==> config.mk <==
export PLATFORM = sky130hd
export DESIGN_NAME = ay_bus_sequencer
export DESIGN_NICKNAME = d
export VERILOG_FILES = /design/src/rtl/ay_seq_pkg.sv /design/src/rtl/ay_sync.sv /design/src/rtl/ay_bus_sequencer.sv
export SDC_FILE = /design/constraint.sdc
export NUM_CORES = 1
export LEC_CHECK = 0
export CAP_MARGIN = 30
export CORE_UTILIZATION = 51
export CTS_CLUSTER_SIZE = 24
export DETAILED_ROUTE_END_ITERATION = 7
export MAX_ROUTING_LAYER = met4
export PLACE_DENSITY = 0.88
export RECOVER_POWER = 50
export SYNTH_ARGS = -nofsm -noshare
export SYNTH_HDL_FRONTEND = slang
export SYNTH_SLANG_ARGS = --single-unit
==> constraint.sdc <==
create_clock -name fclk -period 2.8 [get_ports fclk]
set_input_delay 0.42 -clock fclk [delete_from_list [all_inputs] [get_ports fclk]]
set_output_delay 0.42 -clock fclk [all_outputs]
set_load 0.01 [all_outputs]
==> src/rtl/ay_seq_pkg.sv <==
// rtl/ay_seq_pkg.sv - shared types and constants for the AY bus sequencer
// Contents: FSM state enum, AY bus op codes, config/SAA-select byte constants,
// default strobe timing, and a config-byte decode helper. No ports.

package ay_seq_pkg;

    typedef enum logic [2:0] {
        ST_IDLE      = 3'd0,
        ST_SETUP     = 3'd1,
        ST_STROBE    = 3'd2,
        ST_HOLD      = 3'd3,
        ST_WAIT_IDLE = 3'd4
    } ay_state_t;

    // Encoded as {bdir, bc1} once qualified by asel.
    typedef enum logic [1:0] {
        OP_IDLE    = 2'b00,
        OP_READ    = 2'b01,
        OP_DATA_WR = 2'b10,
        OP_ADDR_WR = 2'b11
    } ay_op_t;

    localparam logic [7:0] SAA_SEL_VALUE = 8'hF7;
    localparam logic [7:0] CFG_MASK      = 8'hF8;

    localparam int DEF_T_SETUP = 2;
    localparam int DEF_T_PULSE = 4;
    localparam int DEF_T_HOLD  = 2;

    localparam int CNT_W = 8;

    // Address-register values F8..FF are intercepted as sequencer config.
    function automatic logic is_cfg_value(input logic [7:0] v);
        return (v & CFG_MASK) == CFG_MASK;
    endfunction

endpackage

==> src/rtl/ay_sync.sv <==
// rtl/ay_sync.sv - two-flop single-bit synchroniser
// Ports: fclk (clock), ayres_n (async active-low reset), d (async input),
// q (synchronised output, resets to 0).

module ay_sync (
    input  logic fclk,
    input  logic ayres_n,
    input  logic d,
    output logic q
);

    logic meta;

    always_ff @(posedge fclk or negedge ayres_n) begin
        if (!ayres_n) begin
            meta <= 1'b0;
            q    <= 1'b0;
        end else begin
            meta <= d;
            q    <= meta;
        end
    end

endmodule

==> src/rtl/ay_bus_sequencer.sv <==
// rtl/ay_bus_sequencer.sv - translates raw AY bus cycles into timed YM/SAA chip cycles
// Ports: fclk/ayres_n clock and async reset; bdir/bc1/asel/ayd_in raw AY bus in,
// ayd_out/ayd_oe read data back to the AY bus; mode_enable_saa/mode_enable_ymfm
// static mode straps; d_in/d_out/d_oe internal chip data bus; ymcs1_n/ymcs2_n/
// ymrd_n/ymwr_n/yma0 YM chip controls; saacs_n/saawr_n/saaa0 SAA chip controls;
// busy high whenever the sequencer is not idle.

module ay_bus_sequencer
    import ay_seq_pkg::*;
#(
    // All three must be at least 1.
    parameter int T_SETUP = DEF_T_SETUP,
    parameter int T_PULSE = DEF_T_PULSE,
    parameter int T_HOLD  = DEF_T_HOLD
) (
    input  logic       fclk,
    input  logic       ayres_n,
    input  logic       bdir,
    input  logic       bc1,
    input  logic       asel,
    input  logic [7:0] ayd_in,
    output logic [7:0] ayd_out,
    output logic       ayd_oe,
    input  logic       mode_enable_saa,
    input  logic       mode_enable_ymfm,
    input  logic [7:0] d_in,
    output logic [7:0] d_out,
    output logic       d_oe,
    output logic       ymcs1_n,
    output logic       ymcs2_n,
    output logic       ymrd_n,
    output logic       ymwr_n,
    output logic       yma0,
    output logic       saacs_n,
    output logic       saawr_n,
    output logic       saaa0,
    output logic       busy
);

    localparam logic [CNT_W-1:0] LD_SETUP = CNT_W'(T_SETUP - 1);
    localparam logic [CNT_W-1:0] LD_PULSE = CNT_W'(T_PULSE - 1);
    localparam logic [CNT_W-1:0] LD_HOLD  = CNT_W'(T_HOLD - 1);

    logic   bdir_s, bc1_s, asel_s;
    ay_op_t code;

    ay_state_t        state_q, state_d;
    logic [CNT_W-1:0] cnt_q, cnt_d;
    ay_op_t           op_q, op_d;
    logic [7:0]       lat_q, lat_d;
    logic             chip_sel_q, chip_sel_d;
    logic             rd_stat_q, rd_stat_d;
    logic             saa_mode_q, saa_mode_d;
    logic [7:0]       rd_latch_q, rd_latch_d;
    logic             start;

    logic       active_d, pulse_d, is_rd_d, ym_d, saa_d;
    logic       ymcs1_n_d, ymcs2_n_d, ymrd_n_d, ymwr_n_d, yma0_d;
    logic       saacs_n_d, saawr_n_d, saaa0_d, d_oe_d;
    logic [7:0] d_out_d;

    ay_sync u_sync_bdir (.fclk(fclk), .ayres_n(ayres_n), .d(bdir), .q(bdir_s));
    ay_sync u_sync_bc1  (.fclk(fclk), .ayres_n(ayres_n), .d(bc1),  .q(bc1_s));
    ay_sync u_sync_asel (.fclk(fclk), .ayres_n(ayres_n), .d(asel), .q(asel_s));

    assign code = asel_s ? ay_op_t'({bdir_s, bc1_s}) : OP_IDLE;

    always_ff @(posedge fclk or negedge ayres_n) begin
        if (!ayres_n) begin
            state_q    <= ST_IDLE;
            cnt_q      <= '0;
            op_q       <= OP_IDLE;
            lat_q      <= 8'h00;
            chip_sel_q <= 1'b0;
            rd_stat_q  <= 1'b0;
            saa_mode_q <= 1'b0;
            rd_latch_q <= 8'hFF;
        end else begin
            state_q    <= state_d;
            cnt_q      <= cnt_d;
            op_q       <= op_d;
            lat_q      <= lat_d;
            chip_sel_q <= chip_sel_d;
            rd_stat_q  <= rd_stat_d;
            saa_mode_q <= saa_mode_d;
            rd_latch_q <= rd_latch_d;
        end
    end

    always_comb begin
        state_d    = state_q;
        cnt_d      = cnt_q;
        op_d       = op_q;
        lat_d      = lat_q;
        chip_sel_d = chip_sel_q;
        rd_stat_d  = rd_stat_q;
        saa_mode_d = saa_mode_q;
        rd_latch_d = rd_latch_q;
        start      = 1'b0;

        case (state_q)
            ST_IDLE: start = (code != OP_IDLE);
            ST_SETUP: begin
                if (cnt_q == '0) begin
                    state_d = ST_STROBE;
                    cnt_d   = LD_PULSE;
                end else begin
                    cnt_d = cnt_q - 1'b1;
                end
            end
            ST_STROBE: begin
                if (cnt_q == '0) begin
                    if (op_q == OP_READ && !saa_mode_q) begin
                        rd_latch_d = d_in;
                    end
                    state_d = ST_HOLD;
                    cnt_d   = LD_HOLD;
                end else begin
                    cnt_d = cnt_q - 1'b1;
                end
            end
            ST_HOLD: begin
                if (cnt_q == '0) begin
                    state_d = ST_WAIT_IDLE;
                end else begin
                    cnt_d = cnt_q - 1'b1;
                end
            end
            ST_WAIT_IDLE: begin
                // A new, different code with no idle gap starts the next op.
                if (code == OP_IDLE) begin
                    state_d = ST_IDLE;
                end else begin
                    start = (code != op_q);
                end
            end
            default: state_d = ST_IDLE;
        endcase

        if (start) begin
            op_d  = code;
            lat_d = ayd_in;
            if (code == OP_ADDR_WR && is_cfg_value(ayd_in)) begin
                chip_sel_d = ayd_in[0] & mode_enable_ymfm;
                rd_stat_d  = ayd_in[1];
                saa_mode_d = 1'b0;
                state_d    = ST_WAIT_IDLE;
            end else if (code == OP_ADDR_WR && ayd_in == SAA_SEL_VALUE && mode_enable_saa) begin
                saa_mode_d = 1'b1;
                state_d    = ST_WAIT_IDLE;
            end else begin
                // The SAA is write-only: a read in SAA mode runs the timing
                // with no chip activity and returns all-ones.
                if (code == OP_READ && saa_mode_q) begin
                    rd_latch_d = 8'hFF;
                end
                state_d = ST_SETUP;
                cnt_d   = LD_SETUP;
            end
        end
    end

    // Chip controls are decoded from next-state values and registered so the
    // pins are glitch-free yet change on the same edge as the state.
    always_comb begin
        active_d  = (state_d == ST_SETUP) || (state_d == ST_STROBE) || (state_d == ST_HOLD);
        pulse_d   = (state_d == ST_STROBE);
        is_rd_d   = (op_d == OP_READ);
        ym_d      = active_d && !saa_mode_d;
        saa_d     = active_d && saa_mode_d && !is_rd_d;

        ymcs1_n_d = !(ym_d && !chip_sel_d);
        ymcs2_n_d = !(ym_d && chip_sel_d);
        ymwr_n_d  = !(ym_d && pulse_d && !is_rd_d);
        ymrd_n_d  = !(ym_d && pulse_d && is_rd_d);
        yma0_d    = 1'b0;
        if (ym_d) begin
            case (op_d)
                OP_ADDR_WR: yma0_d = 1'b0;
                OP_DATA_WR: yma0_d = 1'b1;
                default:    yma0_d = !rd_stat_d;
            endcase
        end

        saacs_n_d = !saa_d;
        saawr_n_d = !(saa_d && pulse_d);
        saaa0_d   = saa_d && (op_d == OP_ADDR_WR);

        d_oe_d    = active_d && !is_rd_d;
        d_out_d   = d_oe_d ? lat_d : 8'h00;
    end

    always_ff @(posedge fclk or negedge ayres_n) begin
        if (!ayres_n) begin
            ymcs1_n <= 1'b1;
            ymcs2_n <= 1'b1;
            ymwr_n  <= 1'b1;
            ymrd_n  <= 1'b1;
            yma0    <= 1'b0;
            saacs_n <= 1'b1;
            saawr_n <= 1'b1;
            saaa0   <= 1'b0;
            d_oe    <= 1'b0;
            d_out   <= 8'h00;
        end else begin
            ymcs1_n <= ymcs1_n_d;
            ymcs2_n <= ymcs2_n_d;
            ymwr_n  <= ymwr_n_d;
            ymrd_n  <= ymrd_n_d;
            yma0    <= yma0_d;
            saacs_n <= saacs_n_d;
            saawr_n <= saawr_n_d;
            saaa0   <= saaa0_d;
            d_oe    <= d_oe_d;
            d_out   <= d_out_d;
        end
    end

    // Live chip data is only forwarded while a YM read strobe is active.
    assign ayd_out = (state_q == ST_STROBE && !saa_mode_q) ? d_in : rd_latch_q;
    assign ayd_oe  = (state_q != ST_IDLE) && (op_q == OP_READ) && (code == OP_READ);
    assign busy    = (state_q != ST_IDLE);

endmodule

==> impl_results.md <==
* Boundary pin count at 50
* # hold bufs at CTS at 0
* RSZ-0062 raised after global routing: false
* DRC Markers at 0
* Full die area at between 5000 and 6000 um^2
* Min-Delay Path Class: reg -> reg
* Worst Skew at 0.01255 ns
* Worst r2r src: cnt_q[0]
* Post-synthesis mux area share at 12.74%
* Final Critical Period at 2.599 ns
* FF-to-FF path depth at 7
* Slack of the worst reg-to-reg path at roughly 0.5 ns
* Yosys cell types at 52
* # setup viols final at 0
* CTS sink cnt at 55
* Slew margin rel. at between 10% and 20%
* Area Overhead vs Synth at 26.68%
* GRT Resource Usage Total at 19.90%
* Vias in the first global route at 1719
* CP top delay family: buffers and inverters
* ANT nets after route at 0
* Top_reg_cell synth: dfrtp_1
* Post-CTS setup buffers at 2
* Grt met3 use at 5.556%
* Critical Path RT at 2.38 ns
* Crit path buf inv count at 2
* Final period util at ~93%
* Fillcell total at 369
* WL final at roughly 4.6 mm
* # diodes at 0
* Synth Area in Simple Gates at 18.77%
* Final Net Count at approximately 290
* Clock transition at the registers of the reported paths at 0.10 ns
* RR Endpoint: rd_latch_q[2]
* CP startpoint kind: register
* Synth Area in Adders at 0.9955%
* Register area at 1394 um^2
* Compound-Gate Fraction of Synth Area at 8.163%
* Power Density at 932.6 nW/um^2
* Slew @ Worst Pin at 1.276 ns
* Yosys reg bits at between 50 and 60
* H-tree depth at 2
* CP Max Fanout at 8
* CP max stage delay at 0.48 ns
* Root Driver: clkbuf_8
* Final non-filler cell total at 329
* Starting utilization of the core area at 53.22%
* Number of max-cap violations at 0
* Critical path arrival at ~2.2 ns
* Maximum VDD drop at 0.0006489 V
* Cells after DPL at 319
* Post-Synthesis Cell Area at between 2000 and 3000 um^2
* Detailed Place HPWL at 3.338 mm
* Crit end category: output port
* Die width at roughly 72 um
* Post-CTS sizing at 0
* Final core utilization at 67.42%
* Post-synth EDFFs at 0
* CP endpoint: ayd_out[2]
* Combined area of the multi-input logic cells at ~1000 um^2
* Final hold violation count at 0
* Cells after synthesis at around 210
* CP Class: reg -> out
* Number of warnings issued by yosys at 0
* Die Y-Extent at 72.21 um
* Vias/cell at 5.134
* Leak at 1.429 nW
* Longest Clk Path Bufs at 2
* Start point of the critical path: state_q[1]
* CTS tree: yes
* Initial antenna violation count at 0
* WP depth at 5
* Global-route wire length before repair at 7.631 mm
* FMAX at between 0.3 and 0.4 GHz
* Grt met1 use at 22.45%
* Placer Congestion at 0.9110
* Via count at 1689
* Post-route cell area at 3184 um^2
* Clock latency on the worst-skew pair at 0.31 ns
* Syn avg cell area at ~12 um^2
* # rows at 25
* Total Power at 2.970 mW
* GR peak layer: met2
* TritonRoute pass-1 iters at 4
* Met2 Use GR at 34.06%
* Post-Synth XOR/XNOR Area at approximately 1.4%
* TritonCTS Buffers at 5
* Port-buffer cells at 49
* Hold Path Stages at 0
* Largest net degree at the start of global routing at 56
* Placed instance area at between 3000 and 4000 um^2
* DR WL/cell at 13.88 um
* Synth async-reset ratio at 100.0%
* Pins Over Slew Limit at 0
* Global route overflow at 0
* Slowest CP cell: clkdlybuf4s50_1
* Outcome: completed
* Iter 0 DRT Violations at between 60 and 70
* Core area at 4723 um^2
* TNS Setup at 0 ns
* Largest family of logic cells by synthesized area: simple AND/OR/NAND/NOR gates
* Synth Net Count at 230
* Sequential share of the synthesized area at between 50 and 60%
* Layout cells sized above 1 at 24.05%
* Crit-path cells: nor2b_1, nor3b_4, buf_4, mux2_2, clkdlybuf4s50_1
[sequential cells by signal (all words and copies together) (netlist names), 2 cells and up]
signal	cells
lat_q	8
op_q	2
state_q	3
d_out	8
rd_latch_q	8
cnt_q	8
[where the power goes]
group          switching, mW  internal, mW
Combinational          0.606         0.643
Clock                  0.246         0.267
Sequential             0.141          1.07
[worst min-delay path by stage]
stage                           startpoint  slack [ns]               end
after floorplan                    ayres_n        0.12        chip_sel_q
final                      u_sync_bc1.meta        0.37      u_sync_bc1.q
after detailed placement   u_sync_bc1.meta        0.34      u_sync_bc1.q
after CTS                          ayres_n        0.24  u_sync_bdir.meta
after global routing       u_sync_bc1.meta        0.38      u_sync_bc1.q
after global placement    u_sync_asel.meta        0.33     u_sync_asel.q
[cells by family after synthesis]
| logic type | Yosys count |
|---|---|
| flops | 55 |
| mux | 29 |
| fa+ha+maj | 2 |
| xor+xnor | 4 |
| simple gates | 80 |
| buf+inv | 12 |
| compound gates | 23 |
[metal layers]
metal / vias up / part of all wire (%)
li1: 827 / -
met1: 811 / 43
met2: 45 / 50
met3: 6 / 5.3
met4: 0 / 1.3
met5: - / 0
[cell usage in the layout, fill, tap and decap left out, types with 3 or more instances in the layout]
master,instances
nor3_1,3
dfstp_2,14
a21oi_1,5
mux2i_1,11
nor2_2,3
clkdlybuf4s50_1,39
buf_4,4
nand3_1,6
dfrtp_1,41
dlygate4sd3_1,9
nand2_1,21
or2_1,3
inv_1,7
nor3_2,3
clkbuf_8,5
nand2b_1,4
nor2_1,11
mux2_2,16
o21ai_0,3
nor2b_1,10
[layout make-up]
cell class	instances	area share, %
tap	67	2.633
sequential	55	43.77
timing repair buffer	54	16.35
inverter	7	0.8251
clock buffer	6	2.279
multi-input combinational	138	32.97
clock inverter	2	1.179
[synth_stat cells, types with 2 or more instances]
cell type  number  share of area, %
o21ai_0         3              0.60
ha_1            2               1.0
buf_2           2              0.40
nor3_1          3              0.60
nor2b_1        10               2.5
nand2_1        21               3.1
nor4_1          2              0.50
mux2_2         16               7.2
a21oi_1         5               1.0
xor2_1          2              0.70
or3_1           2              0.50
mux2i_1        11               4.4
or2_1           3              0.75
mux2_4          2               1.2
dfstp_2        14                15
xnor2_1         2              0.70
nand3_1         6               1.2
buf_4           2              0.60
o21a_1          2              0.60
nor2_2          3              0.75
nand2b_1        4               1.0
inv_1           7               1.0
dfrtp_1        41                41
nor3_2          3               1.2
nor2_1         10               1.5
[through the flow]
| stage | worst slack (ns) | hold slack, ns |
|---|---|---|
| after CTS | 0.1508 | 0.2382 |
| after detailed placement | 0.3261 | 0.3410 |
| final | 0.2014 | 0.3703 |
| after floorplan | 0.8211 | 0.1244 |
| after global placement | 0.4059 | 0.3346 |
| after global routing | 0.08491 | 0.3777 |
[worst register-to-register path, cell delays in order (launching register included)]
cell      delay [ns]
dfrtp_1         0.43
inv_1           0.08
ha_1            0.15
nor3b_1         0.34
and2_1          0.31
nand4b_1        0.51
mux2i_1         0.34
nand2_1         0.08
Note: power is estimated with default switching activity, not from simulation.
